**config.mk**
```make
export PLATFORM = sky130hd
export DESIGN_NAME = row_box_sum49
export DESIGN_NICKNAME = d
export VERILOG_FILES = /design/src/rtl/row_box_sum49.sv
export SDC_FILE = /design/constraint.sdc
export NUM_CORES = 1
export LEC_CHECK = 0
export CAP_MARGIN = 0
export CORE_MARGIN = 5
export CORE_UTILIZATION = 40
export CTS_BUF_LIST = sky130_fd_sc_hd__clkbuf_8
export DETAILED_ROUTE_END_ITERATION = 10
export GPL_TIMING_DRIVEN = 1
export PLACE_DENSITY = 0.62
export SYNTH_ARGS = -nofsm -noshare
export SYNTH_HDL_FRONTEND = slang
export SYNTH_SLANG_ARGS = --single-unit
```
**constraint.sdc**
```tcl
create_clock -name clk -period 7.1 [get_ports clk]
set_clock_uncertainty 0.2 [all_clocks]
set_input_delay 2.13 -clock clk [delete_from_list [all_inputs] [get_ports clk]]
set_output_delay 2.13 -clock clk [all_outputs]
set_load 0.03 [all_outputs]
```
**src/rtl/row_box_sum49.sv**
```systemverilog
// Horizontal 49-pixel running box sum behind the row buffer, tagged with
// row/column position, window-valid, end-of-line and end-of-frame flags.
module row_box_sum49 #(
    parameter int unsigned DATA_WIDTH   = 14,
    parameter int unsigned IMAGE_WIDTH  = 640,
    parameter int unsigned IMAGE_HEIGHT = 480,
    parameter int unsigned WIN          = 49,
    parameter int unsigned SUM_WIDTH    = 20
) (
    input  logic                  clk,
    input  logic                  rst,
    input  logic                  sof,
    input  logic [DATA_WIDTH-1:0] din,
    input  logic [DATA_WIDTH-1:0] tap_old,
    output logic [SUM_WIDTH-1:0]  sum_out,
    output logic                  sum_valid,
    output logic [9:0]            col_out,
    output logic [8:0]            row_out,
    output logic                  eol,
    output logic                  eof,
    output logic                  busy
);

    localparam logic [9:0]  COL_LAST = 10'(IMAGE_WIDTH - 1);
    localparam logic [9:0]  COL_FULL = 10'(WIN - 1);
    localparam logic [8:0]  ROW_LAST = 9'(IMAGE_HEIGHT - 1);
    localparam int unsigned PAD      = SUM_WIDTH + 1 - DATA_WIDTH;

    typedef enum logic [1:0] {IDLE, FILL, RUN} state_t;

    state_t               state_q, state_d;
    logic [9:0]           col_q, col_d;
    logic [8:0]           row_q, row_d;
    logic [SUM_WIDTH-1:0] sum_q, sum_d;
    logic [9:0]           col_out_q, col_out_d;
    logic [8:0]           row_out_q, row_out_d;
    logic                 sum_valid_q, sum_valid_d;
    logic                 eol_q, eol_d;
    logic                 eof_q, eof_d;
    logic                 busy_q, busy_d;

    logic [9:0]           pix_col;
    logic [8:0]           pix_row;
    logic                 last_col, last_row;
    logic [SUM_WIDTH:0]   acc;
    logic                 acc_unused_msb;

    assign acc_unused_msb = acc[SUM_WIDTH];

    always_comb begin
        state_d     = state_q;
        col_d       = col_q;
        row_d       = row_q;
        sum_d       = sum_q;
        col_out_d   = col_out_q;
        row_out_d   = row_out_q;
        sum_valid_d = 1'b0;
        eol_d       = 1'b0;
        eof_d       = 1'b0;
        busy_d      = 1'b0;

        // col_q/row_q hold the position of the next expected pixel; sof forces 0/0.
        pix_col  = sof ? '0 : col_q;
        pix_row  = sof ? '0 : row_q;
        last_col = (pix_col == COL_LAST);
        last_row = (pix_row == ROW_LAST);

        acc = {1'b0, sum_q} + {{PAD{1'b0}}, din};
        if (state_q == RUN) begin
            acc = acc - {{PAD{1'b0}}, tap_old};
        end

        if (sof || state_q != IDLE) begin
            busy_d      = 1'b1;
            col_out_d   = pix_col;
            row_out_d   = pix_row;
            sum_valid_d = (pix_col >= COL_FULL);
            eol_d       = last_col;
            eof_d       = last_col && last_row;
            // Reload at column 0 so the previous row never leaks into the sum.
            sum_d       = (pix_col == '0) ? SUM_WIDTH'(din) : acc[SUM_WIDTH-1:0];
            if (last_col) begin
                col_d   = '0;
                row_d   = last_row ? '0 : pix_row + 9'd1;
                state_d = last_row ? IDLE : FILL;
            end else begin
                col_d   = pix_col + 10'd1;
                row_d   = pix_row;
                state_d = (pix_col >= COL_FULL) ? RUN : FILL;
            end
        end
    end

    always_ff @(posedge clk) begin
        if (rst) begin
            state_q     <= IDLE;
            col_q       <= '0;
            row_q       <= '0;
            sum_q       <= '0;
            col_out_q   <= '0;
            row_out_q   <= '0;
            sum_valid_q <= 1'b0;
            eol_q       <= 1'b0;
            eof_q       <= 1'b0;
            busy_q      <= 1'b0;
        end else begin
            state_q     <= state_d;
            col_q       <= col_d;
            row_q       <= row_d;
            sum_q       <= sum_d;
            col_out_q   <= col_out_d;
            row_out_q   <= row_out_d;
            sum_valid_q <= sum_valid_d;
            eol_q       <= eol_d;
            eof_q       <= eof_d;
            busy_q      <= busy_d;
        end
    end

    assign sum_out   = sum_q;
    assign sum_valid = sum_valid_q;
    assign col_out   = col_out_q;
    assign row_out   = row_out_q;
    assign eol       = eol_q;
    assign eof       = eof_q;
    assign busy      = busy_q;

endmodule
```
Word-level counts from Yosys, hierarchy flattened. Index checks and enable logic that the tools add are counted. W data, S select, Z words.

Bits in registers: 64. Input port bits: 31.

$add $sub $neg: 4. Magnitude comparators: 1. Equality and inequality tests: 3. Muxes and demuxes: 11. Bitwise gates (word level): 1. Reduce and logical (&&, ||, !) cells: 5.

Operators with widths (count): $mux W20 (2); $mux W9 (3); $add A20 B14 Y20 (1); $mux W10 (2); $sub A20 B14 Y20 (1); $add A10 B1 Y10 const B (1); $eq A10 B10 Y1 const B (1); $ge A10 B6 Y1 const B (1); $logic_not A10 Y1 (1); $add A9 B1 Y9 const B (1); $eq A9 B9 Y1 const B (1); $mux W2 (2); $eq A2 B2 Y1 const B (1); $mux W1 (2); $reduce_bool A2 Y1 (1); $reduce_or A2 Y1 (1); $logic_and A1 B1 Y1 (1); $logic_or A1 B1 Y1 (1); $not A1 Y1 (1).

Longest topological paths before layout. Gate-level depths: netlist (run 1).

Depth after elaboration: 4. Mapped depth: 18. Mapped depth without buffers: 18.

Worst setup path after synthesis (run 1). Ideal clock, no wire load.

Path type: input to register. From: in din[0]. To: reg sum_q[16], in the netlist sum_out[16]. Setup time: 0.114 ns. Arrival: 5.475 ns. Data required time: 6.786 ns. Setup slack: 1.310 ns. Stages: 16. Path buffers: 0. Cell sequence: ha_1 fa_1 a211oi_1 o21ai_1 a31oi_1 xnor2_1 ha_1 a21o_1 a21oi_1 o211ai_2 a2111oi_4 nor2_2 or4_1 o311ai_1 o22ai_1 a21bo_1.

Cells in the longest elaborated chain, start to end: 4.

RTL lines: from (decl) (line 13) `input logic [DATA_WIDTH-1:0] din,`; $add A20 B14 Y20 * (line 68) `acc = {1'b0, sum_q} + {{PAD{1'b0}}, din};`; $sub A20 B14 Y20 (line 70) `acc = acc - {{PAD{1'b0}}, tap_old};`; $mux W20 * (line 69) `if (state_q == RUN) begin`; $mux W20 * (line 81) `sum_d = (pix_col == '0) ? SUM_WIDTH'(din) : acc[SUM_WIDTH-1:0];`; to (signal assigned) (line 110) `sum_q <= sum_d;`; to (decl) (line 34) `logic [SUM_WIDTH-1:0] sum_q, sum_d;`.

Mark *: on every way between the ends. The rest lies on a longest branch, timed or not. A chain may end at the register's enable or synchronous reset.

Final worst setup path (run 1). Same ends and word-level chain as after synthesis.

==> results of run 1 <==
==> cells in the final DEF, fill, tap and decap left out, drive strengths merged, types with 13 or more instances in the layout <==
cell	instances
xor2	14
nand2b	13
o21ai	41
dfxtp	64
xnor2	18
ha	31
a21oi	66
nand2	81
nand3	13
o211ai	21
nor3	15
inv	22
clkdlybuf4s50	73
nor2	47
==> metal layers <==
metal,up-vias,share of wire [%]
met5,-,0
met4,0,1.3
met3,17,6.1
met2,136,46
met1,1987,47
li1,2208,-
==> tightest hold or removal path: stages, from the launching register on <==
cell and delay, ns:
dfxtp_1 0.31, nand2_1 0.05, a21oi_1 0.05
==> layout make-up <==
type	count	area, sq um
inverters	21	78.8
clock buffers	10	138
fillers	1100	5350
well taps	140	175
repair buffers	79	776
multi-input cells	472	2950
clock inverters	6	90.1
flip-flops and latches	64	1280
==> sequential cells by signal (all words and copies together), names as in the netlist <==
name       flops
state_q        2
row_q          9
eof            1
eol            1
sum_out       20
busy           1
col_q         10
col_out       10
sum_valid      1
row_out        9
==> cells by family after synthesis <==
| logic type | Yosys count | share of synthesized area (%) |
|---|---|---|
| flops | 64 | 29.0 |
| compound gates | 182 | 26.2 |
| fa+ha+maj | 33 | 9.69 |
| mux | 1 | 0.227 |
| xor+xnor | 32 | 6.35 |
| buf+inv | 48 | 4.11 |
| simple gates | 224 | 24.4 |
==> path summary, 6_finish.rpt <==
check | slack [ns] | to | cells past startpoint
max | 0.89 | sum_out[16] | 17
min | 0.25 | col_out[5] | 2
max reg2reg | 2.76 | sum_out[16] | 16
min reg2reg | 0.25 | col_out[5] | 2
==> per-stage QoR <==
stage / area, sq um / utilization (%) / cells
floorplan: 4420 / - / 584
global placement: 5270 / 48.6 / 776
detailed placement: 5270 / 48.6 / 776
CTS: 5490 / 50.7 / 792
global route: 5490 / 50.7 / 792
finish: 5490 / 50.7 / 792
==> power by group <==
group	total [uW]	internal, uW	leakage [uW]	switching, uW
Sequential	377	369	0.000520	8.90
Combinational	383	163	0.00147	220
Clock	366	208	0.000113	157
==> metrics, run 1 <==
status completed; Buf/Inv on CP 1; die area 13200 sq um; count leader, synth nand2_1; crit-path cells clkdlybuf4s50_1 -> ha_1 -> fa_1 -> a211oi_1 -> o21ai_1 -> a31oi_1 -> xnor2_1 -> ha_1 -> a21o_1 -> a21oi_1 -> o211ai_2 -> a2111oi_4 -> nor2_2 -> or4_1 -> o311ai_1 -> o22ai_1 -> a21bo_1; largest fanout on the critical path 5; Worst EP required 7.16 ns; Top Family by Delay on Critical Path compound AO/OA/AOI/OAI gates; Post-synth top cells 81 x nand2_1, 66 x a21oi_1, 64 x dfxtp_1; YS warnings 0; Top FF cell, synth dfxtp_1; Clock transition at path regs 0.08 ns; Resized Gates After CTS 0; cell taking the most area after synthesis dfxtp_1; via count 4348; actual slew at the worst max-slew pin 0.811 ns; crit path DAT 6.27 ns; post-place setup slack 0.546 ns; cell mode on critical path ha_1; source of the critical timing path din[0]; gr ovfl total 0; GRT Total Usage 18.8%; global-route wire length before repair 20300 microns; Post-Route WL 12100 microns; PwrDens 205 nW/um^2; Max Cap Viol 0; largest cells by area after synthesis dfxtp_1 29%, ha_1 8.8%, a21oi_1 7.5%, nand2_1 6.9%, o21ai_0 4.5%; Setup Buffers After CTS 0; DP Wirelength 8890 microns; floorplan row count 38; hold_buf cts 0; CP Launch Type primary input; Starting DRT DRC Count 201; Max-slew headroom 46.0%; Post-synth EDFFs 0; initial antenna violation count 0; Total Neg Setup Slack 0 ns; CTS Buf Count 9; Final period util 87.5%; Setup WS post-layout 0.888 ns; H-tree Lvls 3; GR Util met3 4.00%; routability cong. 0.861; Hold Crit Start col_out[5]; Total Power 1130 uW; vias in the first global route 4219; Routed Antenna Nets 0; DR pass1 iterations 5; met2 Usage GRT 31.0%; slowest CP cell fa_1; met1 Use GR 24.7%; Distinct cells, synth 55; Pleak 0.00210 uW; CTS tree built; Max VDD drop 0.0971 mV; pin count of the biggest net entering global routing 31; Mapped Cells 584; CTS root buf clkbuf_8; Area growth syn-to-layout 24.4%; Final Net Count 711; drt wl/cell 15.3 microns; fin crit period 6.21 ns; post-synth top area share 29.0%; Setup CP Type primary input to flop; syn_area_per_cell 7.56 sq um; Core Footprint 10800 sq um; RSZ-0062 raised after global routing no; proportion of layout cells with a drive suffix above 1 5.67%; n_diodes 0; Synthesized Nets 648; Finish-stage setup viols 0; Cell Area, Synth 4420 sq um; PortBufs 73; asr flop ratio synth 0%; Worst Hold Class flop to flop; FF-to-FF Start sum_out[0]; Fmax 0.161 GHz; clk buf depth 2; Die Ht 115 microns; Final Hold Vio Count 0; Yosys reg bits 64; IO Pins 74; DRC Markers 0; Slew Limit Fails 0; critical path's largest stage delay 0.44 ns; Clock Latency Late Sink 0.36 ns; CTS sink cnt 64; Initial Utilization 40.7%; Hold Slack 0.251 ns; DR vias/cell 5.49; sequential fraction of the synthesis area 29.0%; Die Wd 115 microns; busiest layer in global routing met2; CP Capture Type flop
Power figures use the tool's default switching activity.
==> run 2: changes to the inputs <==
- CTS_BUF_LIST: sky130_fd_sc_hd__clkbuf_8 -> default
==> results of run 2 <==
The final DEF is identical to that of run 1; final timing and power are the same.
==> run 3: changes to the inputs <==
- CORE_UTILIZATION: 40 -> 54
- PLACE_DENSITY: 0.62 -> 0.9
==> run 3 against run 2 <==
Effect of this change:
- wire length is 4.1% lower
- largest power group unchanged
- critical path type unchanged
- hold slack worse by 0.00073 ns
- global-route usage is 4.6 points higher
- utilization is 16 points higher
- first-iteration DRC count is 23% lower
==> metrics, run 3 (synthesized netlist as in run 1, its figures left out) <==
status completed; hold_buf cts 0; Finish-stage setup viols 0; Die Wd 100 microns; H-tree Lvls 3; Routed Antenna Nets 0; Max VDD drop 0.134 mV; Hold Slack 0.251 ns; Final Hold Vio Count 0; Max Cap Viol 0; RSZ-0062 raised after global routing no; CTS Buf Count 9; pin count of the biggest net entering global routing 31; GRT Total Usage 23.4%; Fmax 0.158 GHz; die area 10100 sq um; max reg flops 20; Final period util 88.9%; gr ovfl total 0; DR vias/cell 5.94; filler cell count 674; CTS sink cnt 64; Core Footprint 8090 sq um; DR pass1 iterations 5; Post-Route WL 11700 microns; final core occ 66.8%; Setup Buffers After CTS 0; DRC Markers 0; Setup CP Type primary input to flop; most common library cell in the layout ignoring fill and taps nand2_1; commonest non-fill, non-tap cells in the layout 81 x nand2_1, 73 x clkdlybuf4s50_1, 66 x a21oi_1; Area growth syn-to-layout 22.3%; global-route wire length before repair 19400 microns; Worst EP required 7.15 ns; Final Net Count 711; Max-slew headroom 45.3%; actual slew at the worst max-slew pin 0.818 ns; cells on worst reg2reg path 16; crit path DAT 6.36 ns; PortBufs 73; CP Capture Type flop; IO Pins 74; routability cong. 0.898; Total Power 1050 uW; PwrDens 195 nW/um^2; Worst Hold Class flop to flop; Clock transition at path regs 0.07 ns; DP Wirelength 8600 microns; Starting DRT DRC Count 155; n_diodes 0; clk buf depth 2; CTS tree built; Die Ht 100 microns; CTS root buf clkbuf_8; fin crit period 6.31 ns; CP Launch Type primary input; vias in the first global route 4200; floorplan row count 33; Total Neg Setup Slack 0 ns; Pleak 0.00208 uW; drt wl/cell 15.4 microns; via count 4497; initial antenna violation count 0; hold depth 2; Clock Latency Late Sink 0.35 ns; Slew Limit Fails 0; Initial Utilization 54.6%; largest fanout on the critical path 5; proportion of layout cells with a drive suffix above 1 5.67%; Resized Gates After CTS 0
-- run 3: cell types whose count changed in the layout (fill, tap and decap cells not counted), sizes merged --
| cell | previous run | this run |
|---|---|---|
| clkinv | 2 | 4 |
| bufinv | 2 | 0 |
-- run 3: cell type report --
class	instances	area, sq um	area share (%)
Clock buffer	10	138	2.55
Clock inverter	6	43.8	0.811
Inverter	21	78.8	1.46
Multi-Input combinational cell	472	2950	54.7
Sequential cell	64	1280	23.7
Tap cell	105	131	2.43
Timing Repair Buffer	79	776	14.4
-- run 3: stage by stage --
stage / instances / setup slack [ns] / instance area [sq um]
after floorplan: 584 / 1.31 / 4420
after global placement: 741 / 0.643 / 5220
after detailed placement: 741 / 0.550 / 5220
after CTS: 757 / 0.892 / 5400
after global routing: 757 / 0.566 / 5400
final: 757 / 0.787 / 5400
-- run 3: report_power, final --
| part | internal, uW | total (uW) | switching (uW) |
|---|---|---|---|
| logic | 163 | 384 | 222 |
| clock network | 137 | 292 | 155 |
| registers | 369 | 378 | 9.63 |
| total | 668 | 1050 | 386 |
-- run 3: routing by layer --
metal / part of all wire [%] / global-route usage [%] / vias to the layer above
li1: - / - / 2214
met1: 43 / 30.6 / 2077
met2: 47 / 39.7 / 186
met3: 7.3 / 3.61 / 20
met4: 1.8 / 7.05 / 0
met5: 0 / 0 / -
-- run 3: worst paths after layout --
| check | end | startpoint | slack (ns) |
|---|---|---|---|
| setup / recovery | sum_out[16] | din[0] | 0.79 |
| hold / removal | row_out[8] | row_out[8] | 0.25 |
| setup reg to reg | sum_out[16] | sum_out[0] | 2.71 |
| hold reg to reg | row_out[8] | row_out[8] | 0.25 |
-- run 3: critical path: stages --
cell and delay (ns):
clkdlybuf4s50_1 0.44, ha_1 0.26, fa_1 0.45, a211oi_1 0.29
o21ai_1 0.20, a31oi_1 0.23, xnor2_1 0.17, ha_1 0.32
a21o_1 0.21, a21oi_1 0.20, o211ai_2 0.17, a2111oi_4 0.34
nor2_2 0.12, or4_1 0.41, o311ai_1 0.11, o22ai_1 0.12
a21bo_1 0.21
